[src/rtl/spdif_pkg.sv]
// Shared constants for the S/PDIF frame encoder.
// Contents:
//   PRE_B / PRE_M / PRE_W  - preamble half-cell patterns, first half-cell in bit 7
//   SLOT_*                 - slot indices inside a 32-slot subframe
//   word_length_code()     - channel-status word-length field {b35,b34,b33,b32}
package spdif_pkg;

    localparam logic [7:0] PRE_B = 8'b1110_1000;
    localparam logic [7:0] PRE_M = 8'b1110_0010;
    localparam logic [7:0] PRE_W = 8'b1110_0100;

    localparam logic [4:0] SLOT_AUX = 5'd4;
    localparam logic [4:0] SLOT_V   = 5'd28;
    localparam logic [4:0] SLOT_C   = 5'd30;
    localparam logic [4:0] SLOT_P   = 5'd31;

    localparam int AUDIO_BITS       = 24;
    localparam int FRAMES_PER_BLOCK = 192;

    function automatic logic [3:0] word_length_code(input int width);
        case (width)
            24:      word_length_code = 4'b1011;
            20:      word_length_code = 4'b1010;
            default: word_length_code = 4'b0010;
        endcase
    endfunction

endpackage

[src/rtl/spdif_frame_encoder_if.sv]
// PCM sample handshake between the serial-audio capture side and the encoder.
// Signals:
//   sample_left / sample_right - two's complement PCM pair
//   sample_valid               - pair offered by the producer
//   sample_ready               - encoder holding register is empty
//   validity_in                - V bit that travels with the pair
// Modports: master (producer), slave (encoder).
interface spdif_frame_encoder_if #(
    parameter int SAMPLE_WIDTH = 24
);
    logic [SAMPLE_WIDTH-1:0] sample_left;
    logic [SAMPLE_WIDTH-1:0] sample_right;
    logic                    sample_valid;
    logic                    sample_ready;
    logic                    validity_in;

    modport master (
        output sample_left, sample_right, sample_valid, validity_in,
        input  sample_ready
    );

    modport slave (
        input  sample_left, sample_right, sample_valid, validity_in,
        output sample_ready
    );
endinterface

[src/rtl/spdif_channel_status.sv]
// Channel-status bit lookup for one 192-frame block (consumer, PCM).
// Ports:
//   fc          - frame index within the block (0..191)
//   copy_permit - latched copy permission, bit 2
//   category    - latched category code, bits 8..15
//   c_bit       - channel-status bit for frame fc
module spdif_channel_status
    import spdif_pkg::*;
#(
    parameter int         SAMPLE_WIDTH = 24,
    parameter logic [3:0] FS_CODE      = 4'b0000
) (
    input  logic [7:0] fc,
    input  logic       copy_permit,
    input  logic [7:0] category,
    output logic       c_bit
);

    logic [FRAMES_PER_BLOCK-1:0] cs_map;

    always_comb begin
        cs_map        = '0;
        cs_map[2]     = copy_permit;
        cs_map[15:8]  = category;
        cs_map[27:24] = FS_CODE;
        cs_map[35:32] = word_length_code(SAMPLE_WIDTH);
    end

    assign c_bit = (fc < 8'(FRAMES_PER_BLOCK)) ? cs_map[fc] : 1'b0;

endmodule

[src/rtl/spdif_frame_encoder.sv]
// IEC 60958 consumer frame encoder, one clk128 period per BMC half-cell.
// Ports:
//   clk128, nreset  - x128 fs clock, synchronous active-low reset
//   pcm             - sample handshake (slave side)
//   copy_permit     - channel-status copy permission, latched at block start
//   category        - channel-status category, latched at block start
//   spdif           - registered biphase-mark line output
//   frame_start     - pulse on half-cell 0 of every frame
//   block_start     - pulse on half-cell 0 of frame 0
//   underrun        - pulse on half-cell 0 when the frame carries no sample pair
module spdif_frame_encoder
    import spdif_pkg::*;
#(
    parameter int         SAMPLE_WIDTH = 24,
    parameter logic [3:0] FS_CODE      = 4'b0000
) (
    input  logic                  clk128,
    input  logic                  nreset,
    spdif_frame_encoder_if.slave  pcm,
    input  logic                  copy_permit,
    input  logic [7:0]            category,
    output logic                  spdif,
    output logic                  frame_start,
    output logic                  block_start,
    output logic                  underrun
);

    // run is low in the reset state and for the start-up edge after it; that
    // edge holds hc at 0 so the first running cycle is half-cell 0 of frame 0.
    logic                    run;
    logic [6:0]              hc;
    logic [7:0]              fc;
    logic                    full;
    logic [SAMPLE_WIDTH-1:0] hold_left;
    logic [SAMPLE_WIDTH-1:0] hold_right;
    logic                    hold_v;
    logic [AUDIO_BITS-1:0]   frm_left;
    logic [AUDIO_BITS-1:0]   frm_right;
    logic                    frm_v;
    logic                    frm_under;
    logic                    cs_copy;
    logic [7:0]              cs_cat;
    logic                    pre_ref;
    logic                    c_bit;

    logic                    accept;
    logic                    transfer;
    logic [6:0]              hc_next;
    logic [7:0]              fc_next;
    logic [4:0]              slot;
    logic [AUDIO_BITS-1:0]   audio;
    logic [7:0]              pre_pat;
    logic                    pre_base;
    logic                    data_bit;
    logic                    line_next;

    assign pcm.sample_ready = run & ~full;
    assign accept           = pcm.sample_valid & pcm.sample_ready;
    assign transfer         = run & (hc == 7'd127);

    assign hc_next = run ? hc + 7'd1 : 7'd0;
    assign fc_next = !run               ? 8'd0 :
                     (hc != 7'd127)     ? fc   :
                     (fc == 8'd191)     ? 8'd0 : fc + 8'd1;

    spdif_channel_status #(
        .SAMPLE_WIDTH (SAMPLE_WIDTH),
        .FS_CODE      (FS_CODE)
    ) u_cs (
        .fc          (fc),
        .copy_permit (cs_copy),
        .category    (cs_cat),
        .c_bit       (c_bit)
    );

    // The line is computed one cycle ahead for half-cell hc_next so that spdif
    // comes straight from a flop and lines up with hc.
    assign slot  = hc_next[5:1];
    assign audio = hc_next[6] ? frm_right : frm_left;

    always_comb begin
        pre_pat   = hc_next[6] ? PRE_W : ((fc_next == 8'd0) ? PRE_B : PRE_M);
        // Preamble polarity follows the level just before its first half-cell.
        pre_base  = (hc_next[2:0] == 3'd0) ? spdif : pre_ref;
        data_bit  = 1'b0;
        if (slot == SLOT_P)
            data_bit = ^audio ^ frm_v ^ c_bit;
        else if (slot == SLOT_C)
            data_bit = c_bit;
        else if (slot == SLOT_V)
            data_bit = frm_v;
        else if (slot >= SLOT_AUX && slot < SLOT_V)
            data_bit = audio[slot - SLOT_AUX];

        if (slot < SLOT_AUX)
            line_next = pre_pat[3'd7 - hc_next[2:0]] ^ pre_base;
        else if (!hc_next[0])
            line_next = ~spdif;
        else
            line_next = spdif ^ data_bit;
    end

    always_ff @(posedge clk128) begin
        if (!nreset) begin
            run        <= 1'b0;
            hc         <= 7'd0;
            fc         <= 8'd0;
            spdif      <= 1'b0;
            pre_ref    <= 1'b0;
            full       <= 1'b0;
            hold_left  <= '0;
            hold_right <= '0;
            hold_v     <= 1'b0;
            frm_left   <= '0;
            frm_right  <= '0;
            frm_v      <= 1'b1;
            frm_under  <= 1'b1;
            cs_copy    <= copy_permit;
            cs_cat     <= category;
        end else begin
            run   <= 1'b1;
            hc    <= hc_next;
            fc    <= fc_next;
            spdif <= line_next;

            if (hc_next[5:0] == 6'd0)
                pre_ref <= spdif;

            if (accept) begin
                full       <= 1'b1;
                hold_left  <= pcm.sample_left;
                hold_right <= pcm.sample_right;
                hold_v     <= pcm.validity_in;
            end else if (transfer) begin
                full <= 1'b0;
            end

            // A pair accepted on this same cycle is not yet in the holding
            // register, so the coming frame still underruns.
            if (transfer) begin
                if (full) begin
                    frm_left  <= AUDIO_BITS'(hold_left) << (AUDIO_BITS - SAMPLE_WIDTH);
                    frm_right <= AUDIO_BITS'(hold_right) << (AUDIO_BITS - SAMPLE_WIDTH);
                    frm_v     <= hold_v;
                    frm_under <= 1'b0;
                end else begin
                    frm_left  <= '0;
                    frm_right <= '0;
                    frm_v     <= 1'b1;
                    frm_under <= 1'b1;
                end
            end

            if (!run || (transfer && fc == 8'd191)) begin
                cs_copy <= copy_permit;
                cs_cat  <= category;
            end
        end
    end

    assign frame_start = run & (hc == 7'd0);
    assign block_start = frame_start & (fc == 8'd0);
    assign underrun    = frame_start & frm_under;

endmodule

[src/flat_wrapper.sv]
// flat-port wrapper written by rule: the top's interface ports become plain ports
module spdif_frame_encoder_flat import spdif_pkg::*;
#(
    parameter int         SAMPLE_WIDTH = 24,
    parameter logic [3:0] FS_CODE      = 4'b0000
)
  (clk128, nreset, copy_permit, category, spdif, frame_start, block_start, underrun, pcm_sample_left, pcm_sample_right, pcm_sample_valid, pcm_validity_in, pcm_sample_ready);
  spdif_frame_encoder_if #(.SAMPLE_WIDTH(SAMPLE_WIDTH)) pcm_i ();
  input  logic clk128;
  input  logic nreset;
  input  logic copy_permit;
  input  logic [7:0] category;
  output logic spdif;
  output logic frame_start;
  output logic block_start;
  output logic underrun;
  input wire logic [$bits(pcm_i.sample_left)-1:0] pcm_sample_left;
  input wire logic [$bits(pcm_i.sample_right)-1:0] pcm_sample_right;
  input wire logic [$bits(pcm_i.sample_valid)-1:0] pcm_sample_valid;
  input wire logic [$bits(pcm_i.validity_in)-1:0] pcm_validity_in;
  output wire logic [$bits(pcm_i.sample_ready)-1:0] pcm_sample_ready;
  assign pcm_i.sample_left = pcm_sample_left;
  assign pcm_i.sample_right = pcm_sample_right;
  assign pcm_i.sample_valid = pcm_sample_valid;
  assign pcm_i.validity_in = pcm_validity_in;
  assign pcm_sample_ready = pcm_i.sample_ready;
  spdif_frame_encoder #(.SAMPLE_WIDTH(SAMPLE_WIDTH), .FS_CODE(FS_CODE)) u_core (.clk128(clk128), .nreset(nreset), .pcm(pcm_i), .copy_permit(copy_permit), .category(category), .spdif(spdif), .frame_start(frame_start), .block_start(block_start), .underrun(underrun));
endmodule
[config.mk]
export PLATFORM = sky130hd
export DESIGN_NAME = spdif_frame_encoder_flat
export DESIGN_NICKNAME = d
export VERILOG_FILES = /design/src/rtl/spdif_pkg.sv /design/src/rtl/spdif_frame_encoder_if.sv /design/src/rtl/spdif_channel_status.sv /design/src/rtl/spdif_frame_encoder.sv /design/src/flat_wrapper.sv
export SDC_FILE = /design/constraint.sdc
export NUM_CORES = 1
export LEC_CHECK = 0
export BUFFER_PORTS_ARGS = -buffer_cell sky130_fd_sc_hd__clkbuf_2
export CELL_PAD_IN_SITES_DETAIL_PLACEMENT = 0
export CELL_PAD_IN_SITES_GLOBAL_PLACEMENT = 1
export CORE_MARGIN = 2
export CORE_UTILIZATION = 45
export CTS_CLUSTER_DIAMETER = 200
export CTS_CLUSTER_SIZE = 8
export DETAILED_ROUTE_END_ITERATION = 10
export PLACE_DENSITY = 0.88
export SLEW_MARGIN = 40
export SYNTH_ARGS = -nofsm -noshare
export SYNTH_HDL_FRONTEND = slang
export SYNTH_SLANG_ARGS = --single-unit
[constraint.sdc]
create_clock -name clk128 -period 4.5 [get_ports clk128]
set_input_delay 0.45 -clock clk128 [delete_from_list [all_inputs] [get_ports clk128]]
set_output_delay 0.45 -clock clk128 [all_outputs]
set_load 0.01 [all_outputs]
# Yosys cells after proc, flatten, opt, wreduce, memory -nomap -nowiden
# Cells that the tools add are included.
word_totals:
  ff_bits: 127
  latchBits: 0
  ram_bits: 0
  rom_bits: 0
  in_bits: 61
  out_inout_bits: 5
  n_memories: 0
op_classes:
  n_addsub: 4
  n_mul: 0
  div_mod_pow: 0
  n_lt_le_gt_ge: 7
  eq_ne: 7
  shifts: 0
  muxes: 32
  bitwise: 12
  reduce_logical: 11
ops:
  columns: ["operator", "n"]
  rows:
  - ["$mux W24", 3]
  - ["$mux W8", 6]
  - ["$reduce_xor A24 Y1", 1]
  - ["$mux W1", 18]
  - ["$logic_not A8 Y1", 2]
  - ["$eq A5 B5 Y1 const B", 3]
  - ["$lt A8 B9 Y1 const B", 1]
  - ["$add A8 B1 Y8 const B", 1]
  - ["$bmux W1 S8", 1]
  - ["$eq A8 B8 Y1 const B", 1]
  - ["$lt A8 B8 Y1 const B", 1]
  - ["$add A7 B1 Y7 const B", 1]
  - ["$eq A7 B7 Y1 const B", 1]
  - ["$logic_not A7 Y1", 1]
  - ["$mux W7", 1]
  - ["$ne A7 B7 Y1 const B", 1]
  - ["$and A1 B1 Y1", 6]
  - ["$logic_not A6 Y1", 1]
  - ["$lt A5 B6 Y1 const B", 1]
  - ["$bmux W1 S5", 1]
  - ["$ge A5 B3 Y1 const B", 1]
  - ["$lt A5 B3 Y1 const B", 1]
  - ["$lt A5 B5 Y1 const B", 1]
  - ["$sub A5 B3 Y5 const B", 1]
  - ["other kinds (12)", 17]

# Depth between registers and ports, before layout
# Gate-level depths: netlist of run 1.
logic_depth:
  word_depth: 12
  ltp_mapped: 14
  ltp_nobuf: 14

# Cells and area by module
# From an unflattened synthesis of run 1, not the netlist that was laid out.
unflattened:
  hier_cells: 758
  hier_area_um2: 6493.7
by_module_without_submodules:
  columns: ["mod", "n_inst", "cells_each", "area_each_um2", "seq_area_each_um2"]
  rows:
  - ["spdif_frame_encoder", 1, 744, 6386.1, 2632.5]
  - ["spdif_channel_status", 1, 14, 107.6, 0.0]

# Least setup slack after synthesis of run 1
# OpenSTA, ideal clock, no wires.
synth_path:
  path_type: "flip-flop to flip-flop"
  startpoint: "register u_core.hc[0]"
  endpoint: "register u_core.spdif"
  arrival_time_ns: 2.637
  required_time_ns: 4.378
  slack_ns: 1.741
  path_stages_with_launch: 13
  synth_period_minus_slack_ns: 2.759
  path_cell_list: "dfxtp_1 > ha_1 > and4_1 > buf_6 > and3_1 > buf_2 > nor2_4 > mux2i_1 > xnor2_1 > xnor3_1 > a41oi_2 > o21ai_1 > a221o_1"
synth_via:
  elab_chain_len: 12
  elab_cells_between_ends: 35
  cone_classes: "add/sub (3); order compare (3); eq/ne (4); mux (17); bitwise (4); reduce/logical (4)"
synth_lines:
  columns: ["element", "line", "source"]
  rows:
  - ["start, declared", "spdif_frame_encoder.sv:31", "logic [6:0] hc;"]
  - ["start signal, assigned", "spdif_frame_encoder.sv:122", "hc <= hc_next;"]
  - ["$add A7 B1 Y7", "spdif_frame_encoder.sv:61", "assign hc_next = run ? hc + 7'd1 : 7'd0;"]
  - ["$mux W7", "spdif_frame_encoder.sv:61", null]
  - ["$sub A5 B3 Y5 / $mux W24 (equally long branches)", "spdif_frame_encoder.sv:93, spdif_frame_encoder.sv:79", null]
  - ["$bmux W1 S5", "spdif_frame_encoder.sv:93", "data_bit = audio[slot - SLOT_AUX];"]
  - ["$mux W1 (not written as such)", "spdif_frame_encoder.sv:93", null]
  - ["$mux W1", "spdif_frame_encoder.sv:92", "else if (slot >= SLOT_AUX && slot < SLOT_V)"]
  - ["$mux W1", "spdif_frame_encoder.sv:90", "else if (slot == SLOT_V)"]
  - ["$mux W1", "spdif_frame_encoder.sv:88", "else if (slot == SLOT_C)"]
  - ["$mux W1", "spdif_frame_encoder.sv:86", "if (slot == SLOT_P)"]
  - ["$xor A1 B1 Y1", "spdif_frame_encoder.sv:100", "line_next = spdif ^ data_bit;"]
  - ["$mux W1", "spdif_frame_encoder.sv:97", "else if (!hc_next[0])"]
  - ["$mux W1 *", "spdif_frame_encoder.sv:95", "if (slot < SLOT_AUX)"]
  - ["end signal, assigned", "spdif_frame_encoder.sv:124", "spdif <= line_next;"]
  - ["end, declared", "spdif_frame_encoder.sv:22", "output logic spdif,"]
# Every way passes the cells marked *; elsewhere a longest branch is shown, timed or not. The select of a mux whose other input is x is not followed.
# A chain may end at the register's enable or synchronous reset.

# Worst setup path after layout of run 1
# Ends and elaborated chain as after synthesis.

==> metrics.txt, run 1 <==
Worst setup SP type=flip-flop; row count=43; n_diodes=0; drt first pass iters=4; reg2reg setup slack=1190 ps; critical path depth=10; largest net degree at the start of global routing=67; WL final=14800 um; CP Buf/Inv Count=0; CP Capture Point=u_core.spdif$_SDFF_PN0_; #FFs+latches synth=127; top routing layer in use=met4; Post-synth EDFFs=9; share of the synthesized area in the top cell type=0.372; vias in the first global route=around 4900; ys flop type=dfxtp_1; clk sinks=127; CTS tree=yes; initial antenna violation count=0; Clock Skews=just over 7 ps; cts-stage hold buffer count=0; Synth Instances=between 700 and 800; first-pass GRT wire length=24600 um; WS Path Type=reg2reg; GRT Total Usage=0.210; max incr delay on CP=420 ps; r2r endpoint=u_core.spdif$_SDFF_PN0_; RD Place Congestion=0.928; final setup violation count=0; Synth Area per Inst=between 8 and 9 um2; clk_lat worst skew=420 ps; Worst-path clk slew=~60 ps; Multi-input gate area=between 0.003 and 0.004 mm2; Starting Density=0.459; metal3 WL=509 um; dpl hpwl=about 11000 um; GR Overflow Total=0; Post-CTS Resized=0; sequential area share after synthesis=0.414; layout cell share with drive strength beyond 1=0.140; die height=123 um; Unique masters post-synth=between 60 and 70; Final nets=860; Async SR Flop Fraction=0; number of buffers added on ports=65; Slew headroom=0.538; synthesized cell area=0.00635 mm2; routed len/inst=~15 um; Fmax achieved=302 MHz; chip width=123 um; outcome=finished, final reports clean; setup tns final=0 ps; clock tree buffer depth=2; core box area=0.0138 mm2; top cells by area, synth=dfxtp_1 37%, a21boi_0 12%, nand2_1 11%, xnor2_1 6.5%, nand3_1 5.0%; via count=5222; RSZ-0062 raised after global routing=no; Final Hold Viols=0; Lkg Pwr=about 0.0026 uW; total number of H-tree levels=4; Post-CTS Setup Bufs=0; Final Instance Count excl. Fillers=between 900 and 1000; maximum vdd drop=215 uV; Synth Net Count=approximately 800; PD cells=357 mW/mm2; Post-Place Cells=between 900 and 1000; FF+latch area=0.00263 mm2; total CTS buffers=17; CP arrival=3610 ps; worst reg2reg path depth=10; die area=0.0151 mm2; minimum clock period=roughly 3300 ps; PnR Total Power=2610 uW; Final period util=0.736; I/O Pins=between 60 and 70; Initial DRC Count=between 300 and 400; cell breakdown of the critical path=ha_1 -> and4_1 -> a21o_1 -> nand2_2 -> o21ai_0 -> xnor2_2 -> xnor3_1 -> a41oi_2 -> o21ai_1 -> a221o_1; Max Transition Viols Final=0; post-synth top area cell=dfxtp_1; fin util=0.529; max cap viols=0; # fillers=1296; R2R Path Start=u_core.hc[0]$_SDFF_PN0_; worst path required time=4800 ps; DR vias/cell=roughly 5.3; CTS root buf=clkbuf_16; CP top delay family=compound AO/OA/AOI/OAI gates; WL met2=6890 um; slowest CP cell=and4_1; M1 WL=about 7100 um; CP Max Fanout=21; YS warnings=0; worst-margin pin slew=691 ps; Synth-to-Final Area Change=15.1%; antenna-violating nets left=0; worst setup path startpoint=u_core.hc[0]$_SDFF_PN0_; Worst Hold Class=in2reg; DRC viols=0; CP Capture Type=flip-flop
## worst reg2reg max path, delay by kind of cell, from the launching register on
kind,cells,cell delay [ps]
compound gates,5,1370
simple gates,2,770
flops,1,410
xor+xnor,2,390
fa+ha+maj,1,270
## final cells by class
class                   count  share of cell area
clock inverters             8              0.0127
clock buffers              22              0.0621
multi-input cells         565               0.476
inverters                   8             0.00411
flip-flops and latches    127               0.360
well taps                 180              0.0308
repair buffers             72              0.0544
## cell usage in the layout, fill, tap and decap left out, types with 3 or more instances in the layout
cell type,synthesis,routed
nand2_1,185,184
dfxtp_1,118,118
a21boi_0,98,98
clkbuf_2,0,65
nand3_1,64,64
xnor2_1,47,47
clkbuf_16,0,17
and3_1,16,16
nor2_1,16,16
mux2i_1,12,12
o21ai_0,11,11
and2_1,11,10
a21oi_1,9,9
edfxtp_1,9,9
inv_1,8,8
ha_1,8,8
nor3_1,7,7
xor2_1,6,6
o21ai_1,6,6
buf_4,1,6
nor2b_1,5,5
a211oi_1,5,5
clkinv_2,0,5
o211ai_1,4,4
a31oi_1,4,4
clkbuf_1,43,4
a311oi_1,3,3
## how the worst min path moves through the flow
stage                                           start                           endpoint  slack (ps)  cells after the start
floorplan           u_core.hold_left[10]$_SDFFE_PN0P_  u_core.hold_left[10]$_SDFFE_PN0P_         440                      2
global placement    u_core.hold_left[16]$_SDFFE_PN0P_  u_core.hold_left[16]$_SDFFE_PN0P_         460                      2
detailed placement  u_core.hold_right[3]$_SDFFE_PN0P_  u_core.hold_right[3]$_SDFFE_PN0P_         460                      2
CTS                                       category[5]         u_core.cs_cat[5]$_DFFE_PP_         190                      1
global route                              category[1]         u_core.cs_cat[1]$_DFFE_PP_         190                      1
finish                                    category[5]         u_core.cs_cat[5]$_DFFE_PP_         200                      1
## Yosys cell counts, drive strengths merged (2+ instances only)
library cell,n
buf,10
a22oi,2
nor2,17
mux2,4
edfxtp,9
and4,2
dfxtp,118
and3,17
a221o,2
a31oi,4
inv,8
a21boi,99
ha,8
mux2i,12
a211oi,6
a41oi,2
o211ai,4
o21a,2
a311oi,3
or4,2
nor4b,2
nor3b,2
nor3,7
nand2,185
a21oi,10
nand3,65
nand2b,2
o31ai,2
xnor2,48
xor2,7
mux4,2
o21ai,17
clkbuf,43
nand4,2
and2,11
nor2b,5
## sequential cells by signal (all words and copies together) (netlist names), 7 cells and up
name	cells
u_core.fc	8
u_core.frm_left	24
u_core.hold_left	24
u_core.cs_cat	8
u_core.frm_right	24
u_core.hc	7
u_core.hold_right	24
## report_power, final
group / internal (uW) / switching (uW) / total, uW
clock network: 816 / 462 / 1280
logic: 66.7 / 80.5 / 147
registers: 1170 / 15.8 / 1190
total: 2050 / 559 / 2610
## per-stage QoR
step / hold WS (ps) / setup slack [ps] / cell area (um2)
final: 203 / 1190 / 7310
after global routing: 188 / 919 / 7310
after CTS: 189 / 928 / 7280
after detailed placement: 459 / 949 / 6730
after global placement: 457 / 1080 / 6730
after floorplan: 444 / 1740 / 6350
## routing by layer
| layer | global-route usage | up-vias |
|---|---|---|
| met5 | 0 | - |
| met4 | 0.0826 | 0 |
| met3 | 0.0516 | 19 |
| met2 | 0.331 | 91 |
| met1 | 0.276 | 2456 |
| li1 | - | 2656 |
## kinds of logic after synthesis
| group | synth area share |
|---|---|
| and+or+nand+nor | 0.229 |
| AOI/OAI and AO/OA | 0.185 |
| DFF | 0.414 |
| buffers and inverters | 0.0394 |
| xor gates and xnor gates | 0.0817 |
| muxes | 0.0343 |
| adders and majority gates | 0.0158 |
Note: power is estimated with default switching activity, not from simulation.
==> run 2: changes to the inputs <==
==> constraint.sdc (replaced) <==
create_clock -name clk128 -period 3.4 [get_ports clk128]
set_input_delay 0.34 -clock clk128 [delete_from_list [all_inputs] [get_ports clk128]]
set_output_delay 0.34 -clock clk128 [all_outputs]
set_load 0.01 [all_outputs]
==> run 2 against run 1 <==
- clock power grew 51%
- sequential power grew 32%
- combinational power is 33% higher
- critical path type unchanged
- core utilization rose by 1.1 points
- final area up 2.0%
- flip-flop and latch count is the same
- total power is 42% higher
- clock skew is 8.3 ps higher
- largest cell class unchanged
- die area stayed put
- via count is 1.6% higher
==> metrics.txt, run 2 (same netlist as run 1, synthesis figures left out) <==
layout cell share with drive strength beyond 1=0.154; largest net degree at the start of global routing=113; clock tree buffer depth=2; DRC viols=0; first-pass GRT wire length=25800 um; Post-CTS Resized=0; Worst-path clk slew=approximately 60 ps; Max Transition Viols Final=0; vias in the first global route=~5000; Fmax achieved=about 310 MHz; cell breakdown of the critical path=ha_1 -> and4_1 -> a21o_1 -> nand2_1 -> buf_4 -> a211oi_1 -> a311oi_1 -> a211o_1 -> o211ai_1 -> o21ai_1 -> a221o_1; Final Instance Area=~0.0075 mm2; drt first pass iters=4; reg2reg setup slack=220 ps; DR vias/cell=roughly 5.3; WL final=15700 um; Initial DRC Count=around 370; Lkg Pwr=approximately 0.0027 uW; worst setup path startpoint=u_core.hc[0]$_SDFF_PN0_; commonest non-fill, non-tap cell in the layout=nand2_1; commonest cells after routing, fill and taps aside=185 x nand2_1, 118 x dfxtp_1, 98 x a21boi_0, 65 x clkbuf_2, 64 x nand3_1; Clock Skews=15.4 ps; cts-stage hold buffer count=0; total CTS buffers=17; Int Power=2880 uW; n_diodes=0; CP arrival=3490 ps; die area=0.0151 mm2; Clock Power Share=0.523; GRT Total Usage=0.223; Worst Hold Class=in2reg; I/O Pins=66; clk sinks=127; worst-margin pin slew=666 ps; R2R Path Start=u_core.hc[0]$_SDFF_PN0_; Synth-to-Final Area Change=17.4%; GR Overflow Total=0; worst path required time=3710 ps; Sw Share=0.220; CP Capture Type=flip-flop; critical path depth=11; total number of H-tree levels=4; Post-CTS Setup Bufs=0; routed len/inst=15.8 um; RD Place Congestion=0.888; clk_lat worst skew=~430 ps; CP Capture Point=u_core.spdif$_SDFF_PN0_; r2r endpoint=u_core.spdif$_SDFF_PN0_; core box area=0.0138 mm2; minimum clock period=3180 ps; die height=123 um; max cap viols=0; Final nets=872; RSZ-0062 raised after global routing=no; sw power=812 uW; CP Max Fanout=9; number of buffers added on ports=65; chip width=approximately 120 um; Starting Density=0.459; Final period util=0.936; row count=between 40 and 50; CTS root buf=clkbuf_16; worst reg2reg path depth=11; CP Buf/Inv Count=1; maximum vdd drop=484 uV; outcome=finished, final reports clean; PD cells=496 mW/mm2; Seq pwr share=0.424; Worst setup SP type=flip-flop; Slew headroom=0.556; final setup violation count=0; max incr delay on CP=410 ps; slowest CP cell=and4_1; WS Path Type=reg2reg; Final Hold Viols=0; via count=5304; CTS tree=yes; setup tns final=0 ps; DP Area=just under 0.007 mm2; dpl hpwl=between 10000 and 15000 um; antenna-violating nets left=0; CP top delay family=compound AO/OA/AOI/OAI gates; initial antenna violation count=0; fin util=0.539; combinational share of power=0.053
==> run 2: cell count changes in the layout (fill, tap and decap cells not counted), sizes merged <==
cell,delta
clkinv,-1
bufinv,+2
inv,+3
clkbuf,-2
buf,+12
==> run 2: how the worst min path moves through the flow <==
stage          depth (start not counted)                                end                               from  slack (ps)
2_1_floorplan                          0                 u_core.run$_DFF_P_                             nreset         370
6_report                               1         u_core.cs_cat[4]$_DFFE_PP_                        category[4]          90
3_5_place_dp                           2  u_core.hold_left[13]$_SDFFE_PN0P_  u_core.hold_left[13]$_SDFFE_PN0P_         460
5_1_grt                                1         u_core.cs_cat[1]$_DFFE_PP_                        category[1]          70
4_1_cts                                1         u_core.cs_cat[4]$_DFFE_PP_                        category[4]          70
3_3_place_gp                           2   u_core.hold_left[9]$_SDFFE_PN0P_   u_core.hold_left[9]$_SDFFE_PN0P_         460
==> run 2: final cells by class <==
class / instances / area (um2)
clock buffers: 20 / 447
clock inverters: 12 / 181
fillers: 1294 / 6370
inverters: 8 / 30.0
multi-input cells: 565 / 3470
flip-flops and latches: 127 / 2630
well taps: 180 / 225
repair buffers: 84 / 472
==> run 2: per-stage QoR <==
| step | setup slack, ps | cells | total power [uW] | hold slack, ps |
|---|---|---|---|---|
| detailed placement | 282 | 964 | 1800 | 462 |
| finish | 219 | 996 | 3700 | 90.6 |
| floorplan | 641 | 753 | 1720 | 368 |
| global route | 27.5 | 996 | 3830 | 70.6 |
| global placement | 352 | 964 | 1790 | 457 |
| CTS | 255 | 996 | 3730 | 70.6 |
==> run 2: layer usage <==
| layer | up-vias | part of all wire | GRT usage | routed length (um) |
|---|---|---|---|---|
| met4 | 0 | 0.020 | 0.0905 | 314 |
| met3 | 21 | 0.034 | 0.0488 | 533 |
| met5 | - | 0 | 0 | 0 |
| met2 | 97 | 0.47 | 0.353 | 7330 |
| met1 | 2508 | 0.48 | 0.295 | 7530 |
| li1 | 2678 | - | - | - |
==> run 2: power groups by stage <==
| stage | sequential [uW] | combinational [uW] | clock [uW] |
|---|---|---|---|
| CTS | 1570 | 198 | 1970 |
| global route | 1570 | 222 | 2040 |
| global placement | 1600 | 192 | 0 |
| finish | 1570 | 195 | 1930 |
| detailed placement | 1600 | 198 | 0 |
| floorplan | 1590 | 126 | 0 |
==> run 3: changes to the inputs <==
--- a/config.mk
+++ b/config.mk
@@ -13,6 +13,7 @@
 export CTS_CLUSTER_DIAMETER = 200
 export CTS_CLUSTER_SIZE = 8
 export DETAILED_ROUTE_END_ITERATION = 10
+export HOLD_SLACK_MARGIN = 0.1
 export PLACE_DENSITY = 0.88
 export SLEW_MARGIN = 40
 export SYNTH_ARGS = -nofsm -noshare
==> run 3 against run 2 <==
- flip-flop and latch count unchanged
- clock power about the same
- core utilization up 0.65 points
- first-iteration DRC count down 6.4%
- sequential power about the same
- combinational power up 5%
- via count up 1.1%
==> metrics.txt, run 3 (same netlist as run 1, synthesis figures left out) <==
outcome=finished, final reports clean; PD cells=491 mW/mm2; final setup violation count=0; Worst Hold Class=in2reg; GRT Total Usage=0.225; CTS tree=yes; Fmax achieved=about 310 MHz; FF+latch area=0.00263 mm2; WL final=about 16000 um; Int Power=2890 uW; Final nets=881; Final Hold Viols=0; I/O Pins=66; Clock Power Share=0.523; sw power=818 uW; Multi-input gate area=0.00347 mm2; Clock Skews=between 10 and 15 ps; routed len/inst=15.8 um; first-pass GRT wire length=around 26000 um; layout cell share with drive strength beyond 1=0.153; Max Transition Viols Final=0; CP Capture Point=u_core.spdif$_SDFF_PN0_; WS Path Type=reg2reg; Initial DRC Count=349; Worst setup SP type=flip-flop; row count=43; R2R Path Start=u_core.hc[0]$_SDFF_PN0_; worst reg2reg path depth=11; worst-margin pin slew=673 ps; commonest non-fill, non-tap cell in the layout=nand2_1; # fillers=roughly 1300; CP Max Fanout=9; number of buffers added on ports=65; CTS root buf=clkbuf_16; DRC viols=0; Sw Share=0.221; vias in the first global route=approximately 5100; Final period util=0.936; maximum vdd drop=484 uV; Worst-path clk slew=60 ps; Starting Density=0.459; reg2reg setup slack=220 ps; minimum clock period=~3200 ps; via count=5363; clk_lat worst skew=430 ps; DR vias/cell=approximately 5.3; setup tns final=0 ps; chip width=about 120 um; combinational share of power=0.055; n_diodes=0; cts-stage hold buffer count=9; core box area=roughly 0.014 mm2; commonest cells after routing, fill and taps aside=185 x nand2_1, 118 x dfxtp_1, 98 x a21boi_0, 65 x clkbuf_2, 64 x nand3_1; total CTS buffers=17; beginning of the worst hold path=pcm_sample_right[21]; GR Overflow Total=0; die height=~120 um; worst setup path startpoint=u_core.hc[0]$_SDFF_PN0_; dpl hpwl=between 10000 and 15000 um; Post-CTS Setup Bufs=0; r2r endpoint=u_core.spdif$_SDFF_PN0_; CP arrival=3490 ps; worst path required time=3710 ps; Synth-to-Final Area Change=18.8%; RD Place Congestion=0.888; total number of H-tree levels=4; initial antenna violation count=0; Slew headroom=0.549; fin util=0.546; die area=0.0151 mm2; antenna-violating nets left=0; clk sinks=127; Lkg Pwr=0.00275 uW; RSZ-0062 raised after global routing=no; CP Capture Type=flip-flop; largest net degree at the start of global routing=113; Post-CTS Resized=0; clock tree buffer depth=2; drt first pass iters=5; max cap viols=0; Seq pwr share=0.422
run 3: changes by cell type in the layout (fill, tap and decap cells not counted), sizes merged:
cell / previous run / this run
dlygate4sd3: 0 / 9
run 3: how the worst min path moves through the flow:
stage	to	slack, ps	cells after the start
global placement	u_core.hold_left[9]$_SDFFE_PN0P_	460	2
detailed placement	u_core.hold_left[13]$_SDFFE_PN0P_	460	2
CTS	u_core.hold_left[12]$_SDFFE_PN0P_	130	3
finish	u_core.hold_right[21]$_SDFFE_PN0P_	140	3
floorplan	u_core.run$_DFF_P_	370	0
global route	u_core.hold_right[21]$_SDFFE_PN0P_	140	3
run 3: area by class of cell:
cell class	instances	share of cell area
Clock buffer	20	0.0592
Tap cell	180	0.0298
Clock inverter	12	0.0240
Multi-Input combinational cell	565	0.460
Inverter	8	0.00398
Sequential cell	127	0.349
Timing Repair Buffer	93	0.0744
run 3: per-layer routing:
layer  GRT usage  vias up  share of wire  wire (um)
met5           0        -              0          0
met4      0.0905        0          0.020        323
met3      0.0488       23          0.038        604
met2       0.355       94           0.47       7400
met1       0.298     2550           0.47       7530
li1            -     2696              -          -
run 3: stage by stage:
stage | setup WS, ps | std cells | instance area (um2) | power, uW | hold slack, ps
global placement | 352 | 964 | 6830 | 1790 | 457
CTS | 255 | 1005 | 7540 | 3740 | 130
finish | 216 | 1005 | 7550 | 3710 | 139
global route | 27.5 | 1005 | 7550 | 3840 | 136
detailed placement | 282 | 964 | 6830 | 1800 | 462
floorplan | 641 | 753 | 6350 | 1720 | 368
run 3: power groups by stage:
stage	logic, uW	registers, uW	clock network, uW
2_1_floorplan	126	1590	0
5_1_grt	231	1570	2040
3_3_place_gp	192	1600	0
6_report	204	1570	1940
4_1_cts	206	1570	1970
3_5_place_dp	198	1600	0
run 3: critical path, cell delays in order (launching register included):
cell	delay, ps
dfxtp_1	410
ha_1	270
and4_1	410
a21o_1	190
nand2_1	250
buf_4	280
a211oi_1	250
a311oi_1	100
a211o_1	280
o211ai_1	260
o21ai_1	90
a221o_1	290
